File: src/rtl/sqrt_sched_pkg.sv
// Shared types and helpers for the square-root scheduler.
package sqrt_sched_pkg;

  typedef enum logic [2:0] {IDLE, GRANT, ISSUE, WAIT, RESP} state_t;

  localparam int SQRT_DATA_W = 16;
  localparam int RR_MAX      = 8;

  // Round-robin one-hot pick over up to RR_MAX requesters; search starts at ptr and wraps at n.
  function automatic logic [RR_MAX-1:0] rr_pick(input logic [RR_MAX-1:0] req,
                                                input logic [2:0]        ptr,
                                                input int                n);
    logic [RR_MAX-1:0] g;
    logic              found;
    int                idx;
    g     = '0;
    found = 1'b0;
    for (int k = 0; k < RR_MAX; k++) begin
      idx = (int'(ptr) + k) % n;
      if (k < n && !found && req[idx[2:0]]) begin
        g[idx[2:0]] = 1'b1;
        found       = 1'b1;
      end
    end
    return g;
  endfunction

endpackage

File: src/rtl/sqrt_sched_rr_arbiter.sv
// Combinational round-robin select; the pointer register lives in the scheduler.
module rr_arbiter
  import sqrt_sched_pkg::*;
#(
  parameter int NUM_REQ = 4,
  parameter int ID_W    = 2
) (
  input  logic [NUM_REQ-1:0] req,
  input  logic [ID_W-1:0]    ptr,
  output logic [NUM_REQ-1:0] gnt,
  output logic [ID_W-1:0]    gnt_idx
);

  logic [RR_MAX-1:0] req_ext;
  logic [RR_MAX-1:0] pick;
  logic [2:0]        ptr_ext;
  logic              unused_pick;

  always_comb begin
    req_ext              = '0;
    req_ext[NUM_REQ-1:0] = req;
    ptr_ext              = '0;
    ptr_ext[ID_W-1:0]    = ptr;
  end

  assign pick        = rr_pick(req_ext, ptr_ext, NUM_REQ);
  assign gnt         = pick[NUM_REQ-1:0];
  assign unused_pick = ^pick;

  always_comb begin
    gnt_idx = '0;
    for (int i = 0; i < NUM_REQ; i++)
      if (pick[i]) gnt_idx = ID_W'(i);
  end

endmodule

File: src/rtl/sqrt_sched.sv
// Round-robin scheduler sharing one iterative sqrt unit among NUM_REQ requesters.
// Optional watchdog abort: define SQRT_SCHED_TIMEOUT_EN.
module sqrt_sched
  import sqrt_sched_pkg::*;
#(
  parameter  int NUM_REQ        = 4,
  parameter  int DATA_W         = SQRT_DATA_W,
  parameter  int TIMEOUT_CYCLES = 96,
  localparam int ID_W           = $clog2(NUM_REQ)
) (
  input  logic                      clk,
  input  logic                      reset,
  input  logic [NUM_REQ-1:0]        req_valid,
  input  logic [NUM_REQ*DATA_W-1:0] req_num,
  output logic [NUM_REQ-1:0]        req_ready,
  output logic [NUM_REQ-1:0]        rsp_valid,
  output logic [ID_W-1:0]           rsp_id,
  output logic [DATA_W-1:0]         rsp_res,
  output logic                      rsp_err,
  output logic                      busy,
  output logic [DATA_W-1:0]         sq_num,
  output logic                      sq_ready,
  output logic                      sq_reset,
  input  logic                      sq_done,
  input  logic [DATA_W-1:0]         sq_res
);

  localparam logic [NUM_REQ-1:0] ONE = NUM_REQ'(1);

  state_t              state, next_state;
  logic [ID_W-1:0]     ptr, cur_id, gnt_idx;
  logic [NUM_REQ-1:0]  gnt;
  logic                abort_q;
  logic                finish;

  rr_arbiter #(.NUM_REQ(NUM_REQ), .ID_W(ID_W)) u_arb (
    .req     (req_valid),
    .ptr     (ptr),
    .gnt     (gnt),
    .gnt_idx (gnt_idx)
  );

  // Abort wins over a coincident done: the unit is being reset in that cycle.
  assign finish   = (state == WAIT) && (abort_q || sq_done);
  assign busy     = (state != IDLE);
  assign sq_reset = reset | abort_q;

  always_ff @(posedge clk) begin
    if (reset) state <= IDLE;
    else       state <= next_state;
  end

  always_comb begin
    next_state = state;
    case (state)
      IDLE:    if (|req_valid) next_state = GRANT;
      GRANT:   next_state = ISSUE;
      ISSUE:   next_state = WAIT;
      WAIT:    if (abort_q || sq_done) next_state = RESP;
      RESP:    next_state = IDLE;
      default: next_state = IDLE;
    endcase
  end

  // The pick is made on the IDLE->GRANT edge so grant outputs are visible during GRANT.
  always_ff @(posedge clk) begin
    if (reset) begin
      req_ready <= '0;
      sq_ready  <= 1'b0;
      rsp_valid <= '0;
      rsp_id    <= '0;
      rsp_res   <= '0;
      sq_num    <= '0;
      cur_id    <= '0;
      ptr       <= '0;
    end else begin
      req_ready <= '0;
      sq_ready  <= 1'b0;
      rsp_valid <= '0;
      case (state)
        IDLE: if (|req_valid) begin
          req_ready <= gnt;
          cur_id    <= gnt_idx;
          sq_num    <= req_num[gnt_idx*DATA_W +: DATA_W];
        end
        GRANT: sq_ready <= 1'b1;
        WAIT: if (finish) begin
          rsp_valid <= ONE << cur_id;
          rsp_id    <= cur_id;
          rsp_res   <= abort_q ? '0 : sq_res;
        end
        RESP: ptr <= (cur_id == ID_W'(NUM_REQ-1)) ? '0 : cur_id + 1'b1;
        default: ;
      endcase
    end
  end

`ifdef SQRT_SCHED_TIMEOUT_EN
  localparam int WD_W = $clog2(TIMEOUT_CYCLES + 1);

  logic [WD_W-1:0] wdog;
  logic            wdog_hit;

  assign wdog_hit = (state == WAIT) && !abort_q && !sq_done &&
                    (wdog == WD_W'(TIMEOUT_CYCLES - 1));

  always_ff @(posedge clk) begin
    if (reset) begin
      wdog    <= '0;
      abort_q <= 1'b0;
      rsp_err <= 1'b0;
    end else begin
      abort_q <= wdog_hit;
      if (state == ISSUE)                wdog <= '0;
      else if (state == WAIT && !abort_q) wdog <= wdog + 1'b1;
      if (finish) rsp_err <= abort_q;
    end
  end
`else
  localparam int TIMEOUT_UNUSED = TIMEOUT_CYCLES;
  assign abort_q = 1'b0;
  assign rsp_err = 1'b0;
`endif

endmodule
File: config.mk
export PLATFORM = sky130hd
export DESIGN_NAME = sqrt_sched
export DESIGN_NICKNAME = d
export VERILOG_FILES = /design/src/rtl/sqrt_sched_pkg.sv /design/src/rtl/sqrt_sched_rr_arbiter.sv /design/src/rtl/sqrt_sched.sv
export SDC_FILE = /design/constraint.sdc
export NUM_CORES = 1
export LEC_CHECK = 0
export CORE_MARGIN = 3
export CORE_UTILIZATION = 35
export DETAILED_ROUTE_END_ITERATION = 8
export PLACE_DENSITY = 0.84
export SYNTH_ARGS = -nofsm -noshare
export SYNTH_HDL_FRONTEND = slang
export SYNTH_SLANG_ARGS = --single-unit
File: constraint.sdc
create_clock -name clk -period 2.7 [get_ports clk]
set_input_delay 0.54 -clock clk [delete_from_list [all_inputs] [get_ports clk]]
set_output_delay 0.54 -clock clk [all_outputs]
set_load 0.005 [all_outputs]
==> results of run 1 <==
layer usage:
metal	vias up	routed length, um
met4	0	151
met1	1368	3392
met5	-	0
met3	15	563
met2	101	4290
li1	1432	-
cell type report:
| type | instances | area (um^2) | area share |
|---|---|---|---|
| flip-flops and latches | 50 | 1001 | 0.2293 |
| well taps | 99 | 123.9 | 0.02837 |
| clock buffers | 5 | 68.82 | 0.01576 |
| inverters | 5 | 18.77 | 0.004299 |
| multi-input cells | 239 | 1610 | 0.3689 |
| repair buffers | 147 | 1494 | 0.3422 |
| clock inverters | 3 | 48.80 | 0.01118 |
Yosys cell counts (7+ instances only):
library cell	n	share of area
nor3_1	7	0.013
nor2_1	10	0.014
o21ai_1	9	0.016
o211ai_1	16	0.044
or3_1	16	0.036
mux2i_1	16	0.058
dfxtp_1	50	0.36
clkbuf_1	17	0.023
o32a_1	16	0.058
nand2_1	45	0.061
ha_1	8	0.036
o21ai_0	20	0.036
o21ai_2	7	0.022
a21oi_1	40	0.073
power by group:
group          switching, mW  internal [mW]  total [mW]
sequential            0.0508          0.806       0.856
clock                  0.276          0.283       0.558
combinational          0.255          0.375       0.630
through the flow:
stage	setup TNS, ns	std cells
6_report	0	548
5_1_grt	0	548
4_1_cts	0	548
3_5_place_dp	-2.828	540
3_3_place_gp	-1.643	540
2_1_floorplan	0	322
worst max-delay path by stage:
stage / end / slack, ns / cells past startpoint
4_1_cts: sq_num[11] / 0.14 / 7
3_3_place_gp: sq_num[12] / -0.11 / 7
5_1_grt: cur_id[0] / 0.03 / 8
3_5_place_dp: sq_num[12] / -0.18 / 7
6_report: sq_num[12] / 0.14 / 7
2_1_floorplan: sq_num[10] / 0.17 / 11
state kept, by name, summed over array words and instances, names as in the netlist:
name       cells
rsp_id         2
rsp_valid      4
ptr            2
sq_num        16
req_ready      4
cur_id         2
rsp_res       16
sq_ready       1
state          3
logic make-up after synthesis:
| group | count (synthesis) |
|---|---|
| buffers and inverters | 33 |
| adder cells (fa/ha/maj) | 8 |
| AND/OR/NAND/NOR | 96 |
| other | 1 |
| AO/OA/AOI/OAI | 114 |
| multiplexers | 20 |
| flip-flops | 50 |
worst register-to-register path: cells and delay by family (launching register included):
| kind | cells | cell delay (ns) |
|---|---|---|
| buf+inv | 1 | 0.09 |
| compound gates | 2 | 0.66 |
| flops | 1 | 0.35 |
| fa+ha+maj | 1 | 0.31 |
| mux | 1 | 0.31 |
| simple gates | 3 | 0.69 |
placed cells by master (no fill, tap or decap), types with 3 or more instances in the layout:
master,Yosys,final
nand2_1,45,45
clkbuf_8,0,5
nor2_1,10,10
ha_1,8,8
o21ai_0,20,20
nor3_1,7,7
mux4_2,4,4
or3_1,16,16
clkdlybuf4s50_1,0,131
inv_1,5,5
dfxtp_1,50,50
o32a_1,16,16
a21oi_1,40,40
buf_12,0,5
nor4b_1,3,3
buf_4,4,11
o211ai_1,16,16
o21ai_2,7,7
o21ai_1,9,9
mux2i_1,16,16
==> results.yml, run 1 <==
global_route:
  grt_max_degree: 40
  gr-usage-met1: 0.2032
  use_met2: 0.3341
  antenna_found_initial: 0
  grt_usage: 0.1810
  grt_overflow: 0
  grt_pass1_wl_mm: 13.03
  grt_util_met3: 0.04303
  grt_pass1_vias: 2784
  busiest_layer: "met2"
detailed_routing:
  wl_per_cell_um: 15.32
  drt-pass1-iter-count: 4
  vias: 2916
  routed_via_density: 5.321
  routed_wl_mm: 8.398
  antenna_left: 0
  drtIter0Drc: 99
  drcViolationCount: 0
placement:
  dpl-instance-area_um2: 4248
  hpwl_mm: 6.255
  dp_slack_ns: -0.1822
  gp_congestion: 0.7794
  numPortBuffers: 131
yosys:
  synth-edff-count: 0
  synthXorXnorAreaFrac: 0
  synthMuxAreaShare: 0.09091
  synth_cell_types: 38
  syn-cell-area_um2: 2753
  yosys_warnings: 0
  async_flop_share: 0
  yosys_register_bits: 50
  synth-adder-area-share: 0.03636
  synthFlopType: "dfxtp_1"
  synthSimpleGateAreaFrac: 0.1714
  synth_compound_area_frac: 0.2786
  synth_top_family_by_area: "compound AO/OA/AOI/OAI gates"
  syn_nets: 417
  syn_avg_cell_area_um2: 8.549
  syn_inst: 322
  ys_seq_area_frac: 0.3636
finish:
  drive_gt1_frac: 0.09354
  antenna_cells: 0
  syn_to_final_growth_pct: 58.59
  nFillCells: 668
  final_nets: 543
  final_cell_area_um2: 4365
  final_core_util: 0.5862
hold_path:
  hold_path_depth: 2
  hold_end: "rsp_res[8]"
  min_path_type: "reg2reg"
  hp-start: "rsp_res[8]"
cts:
  post_cts_buffers: 0
  path_clk_slew_ns: 0.10
  root_buffer: "clkbuf_8"
  cts-htree-levels: 2
  ctsResizeCount: 0
  clkLatencyLatePin_ns: 0.31
  clock-sinks: 50
  cts_buffers: 5
  clockBufferDepth: 2
  cts_tree: "yes"
  cts_hold_buf: 0
setup_path:
  rrSetupSlack_ns: 0.22
  r2r_cells: 8
  crit_path_max_incr_delay_ns: 0.52
  path_cells: "clkdlybuf4s50_1 -> mux4_2 -> nor2b_4 -> and2_4 -> a221o_2 -> or3_1 -> o21ai_2"
  cp.arrival_ns: 2.81
  timing.rr.end: "sq_num[12]"
  crit_path_start: "req_valid[0]"
  worstSetupEndpointType: "flop"
  path_class: "in2reg"
  slowest_stage: "mux4_2"
  required_ns: 2.95
  regToRegStartpoint: "ptr[1]"
  critical_path_buf_inv_count: 1
  crit_fanout: 17
  path_delay_family: "simple AND/OR/NAND/NOR gates"
  start_kind: "input pin"
die:
  die_h_um: 94.69
  num_rows: 31
  dieArea_um2: 8965
  start_util: 0.3696
  pin_count: 133
  core-area_um2: 7447
  die_w_um: 94.69
timing:
  final.setup_skew_ns: 0.008887
  fin_hold_ws_ns: 0.4577
  finalHoldViolCount: 0
  fin_crit_sh: 0.9498
  setup_violations: 0
  slew_violations: 0
  rsz0062_at_grt: "false"
  fin_crit_ns: 2.564
  setup_ws_ns: 0.1355
  max_freq_mhz: 389.9
run_status:
  status: "completed"
power:
  total_power_mw: 2.045
  peakVddDrop_mv: 0.3161
  power_density_nw_per_um2: 468.4
  leakage_nw: 1.617
job:
  drv_cap: 0
(Power assumes the default switching activity.)
==> run 2: changes to the inputs <==
--- a/config.mk
+++ b/config.mk
@@ -7,6 +7,7 @@
 export LEC_CHECK = 0
 export CORE_MARGIN = 3
 export CORE_UTILIZATION = 35
+export CTS_CLUSTER_SIZE = 40
 export DETAILED_ROUTE_END_ITERATION = 8
 export PLACE_DENSITY = 0.84
 export SYNTH_ARGS = -nofsm -noshare
==> results of run 2 <==
No change in the layout: final DEF, timing and power equal those of run 1.
==> run 3: changes to the inputs <==
--- a/config.mk
+++ b/config.mk
@@ -9,7 +9,8 @@
 export CORE_UTILIZATION = 35
 export CTS_CLUSTER_SIZE = 40
 export DETAILED_ROUTE_END_ITERATION = 8
-export PLACE_DENSITY = 0.84
+export PLACE_DENSITY = 0.73
+export RECOVER_POWER = 100
 export SYNTH_ARGS = -nofsm -noshare
 export SYNTH_HDL_FRONTEND = slang
 export SYNTH_SLANG_ARGS = --single-unit
==> results.yml, run 3 (synthesis results as in run 1) <==
setup_path:
  start_kind: "input pin"
  worstSetupEndpointType: "flop"
  required_ns: 2.92
  path_class: "in2reg"
  r2r_cells: 8
  path_delay_family: "simple AND/OR/NAND/NOR gates"
  cp_num_cells: 6
  crit_path_max_incr_delay_ns: 0.57
  cp.arrival_ns: 2.84
  crit_fanout: 9
  slowest_stage: "mux4_2"
  critical_path_buf_inv_count: 1
  path_cells: "clkdlybuf4s50_1 -> mux4_2 -> and2_1 -> a221o_1 -> or3_1 -> o21ai_0"
power:
  leakage_nw: 1.735
  power.share.sequential: 0.409
  peakVddDrop_mv: 0.3559
  power_density_nw_per_um2: 477.9
  comb_power_share: 0.285
  power.switching_mw: 0.5410
  p_int_mw: 1.546
  clockPowerShare: 0.306
  p_sw_frac: 0.2593
die:
  core-area_um2: 7447
  die_w_um: 94.69
  num_rows: 31
  dieArea_um2: 8965
  start_util: 0.3696
  pin_count: 133
  die_h_um: 94.69
run_status:
  status: "completed"
cts:
  clkLatencyLatePin_ns: 0.30
  root_buffer: "clkbuf_8"
  cts_tree: "yes"
  cts-htree-levels: 2
  clockBufferDepth: 2
  path_clk_slew_ns: 0.09
  clock-sinks: 50
  cts_buffers: 5
finish:
  reg.largest.list: "rsp_res x16, sq_num x16"
  final_core_util: 0.5864
  final_nets: 541
  regArea_um2: 1001
  drive_gt1_frac: 0.07830
  syn_to_final_growth_pct: 58.64
  nFillCells: 683
  antenna_cells: 0
  final_common_cell: "clkdlybuf4s50_1"
  multi_input_area_um2: 1613
  final_cell_mix: "84 x clkdlybuf4s50_1, 50 x dfxtp_1, 47 x dlygate4sd3_1"
detailed_routing:
  antenna_left: 0
  wl_per_cell_um: 15.55
  drcViolationCount: 0
  routed_wl_mm: 8.488
  vias: 2846
  routed_via_density: 5.212
  drtIter0Drc: 88
  drt-pass1-iter-count: 4
timing:
  slew_violations: 0
  max_freq_mhz: 381.9
  setup_violations: 0
  fin_hold_ws_ns: 0.4534
  tns_ns: 0
  fin_crit_ns: 2.618
  tightest_slew_ns: 1.208
  fin_crit_sh: 0.9698
  rsz0062_at_grt: "false"
  final.setup_skew_ns: 0.008877
  finalHoldViolCount: 0
  relSlewSlack: 0.1949
global_route:
  grt_overflow: 0
  grt_pass1_vias: 2677
  grt_usage: 0.1788
  grt_pass1_wl_mm: 12.93
  grt_max_degree: 37
  antenna_found_initial: 0
placement:
  numPortBuffers: 131
  gp_congestion: 0.7536
  hpwl_mm: 6.147
hold_path:
  min_path_type: "reg2reg"
  hold_path_depth: 2
job:
  drv_cap: 0
-- run 3: metrics by stage --
| step | std cells | setup slack, ns | total power [mW] | area (um^2) |
|---|---|---|---|---|
| 5_1_grt | 546 | 0.007129 | 2.202 | 4367 |
| 6_report | 546 | 0.08167 | 2.087 | 4367 |
| 3_5_place_dp | 537 | -0.2450 | 1.498 | 4225 |
| 3_3_place_gp | 537 | -0.1923 | 1.484 | 4225 |
| 2_1_floorplan | 322 | 0.1679 | 1.151 | 2753 |
| 4_1_cts | 545 | 0.06616 | 2.142 | 4368 |
-- run 3: metal layers --
layer,vias up,GRT usage,share of wire
li1,1439,-,-
met3,10,0.03586,0.057
met2,75,0.3059,0.49
met5,-,0,0
met4,0,0.05048,0.015
met1,1322,0.2279,0.44
-- run 3: final cells by class --
| class | count | area share |
|---|---|---|
| Tap cell | 99 | 0.02837 |
| Multi-Input combinational cell | 240 | 0.3693 |
| Sequential cell | 50 | 0.2292 |
| Timing Repair Buffer | 144 | 0.3361 |
| Inverter | 5 | 0.004298 |
| Clock inverter | 2 | 0.01375 |
| Clock buffer | 6 | 0.01891 |
-- run 3: worst paths after layout --
| kind | endpoint | slack, ns | startpoint |
|---|---|---|---|
| max reg2reg | sq_num[7] | 0.26 | ptr[0] |
| max | sq_num[7] | 0.08 | req_valid[1] |
| min reg2reg | rsp_res[4] | 0.45 | rsp_res[4] |
| min | rsp_res[4] | 0.45 | rsp_res[4] |
-- run 3: worst reg2reg max path, stage by stage, from the launching register on --
cell and delay (ns):
dfxtp_1 0.34, inv_1 0.08, ha_1 0.32, mux4_2 0.31
nor2_1 0.07, and2_1 0.24, a221o_1 0.49, or3_1 0.38
o21ai_0 0.14
-- run 3: timing repair --
| action | CTS | global route |
|---|---|---|
| endpoints found under the setup margin | 0 | 9 |
| endpoints found under the hold margin | 0 | 0 |
| resized for setup | 0 | 1 |
| buffers inserted | 0 | 0 |
| hold buffers | 0 | 0 |
-- run 3: power by group through the flow --
stage               combinational, mW  sequential (mW)  clock, mW
global placement                0.614            0.870          0
detailed placement              0.625            0.873          0
finish                          0.595            0.853      0.639
global route                    0.652            0.864      0.686
CTS                             0.628            0.856      0.657
floorplan                       0.280            0.872          0
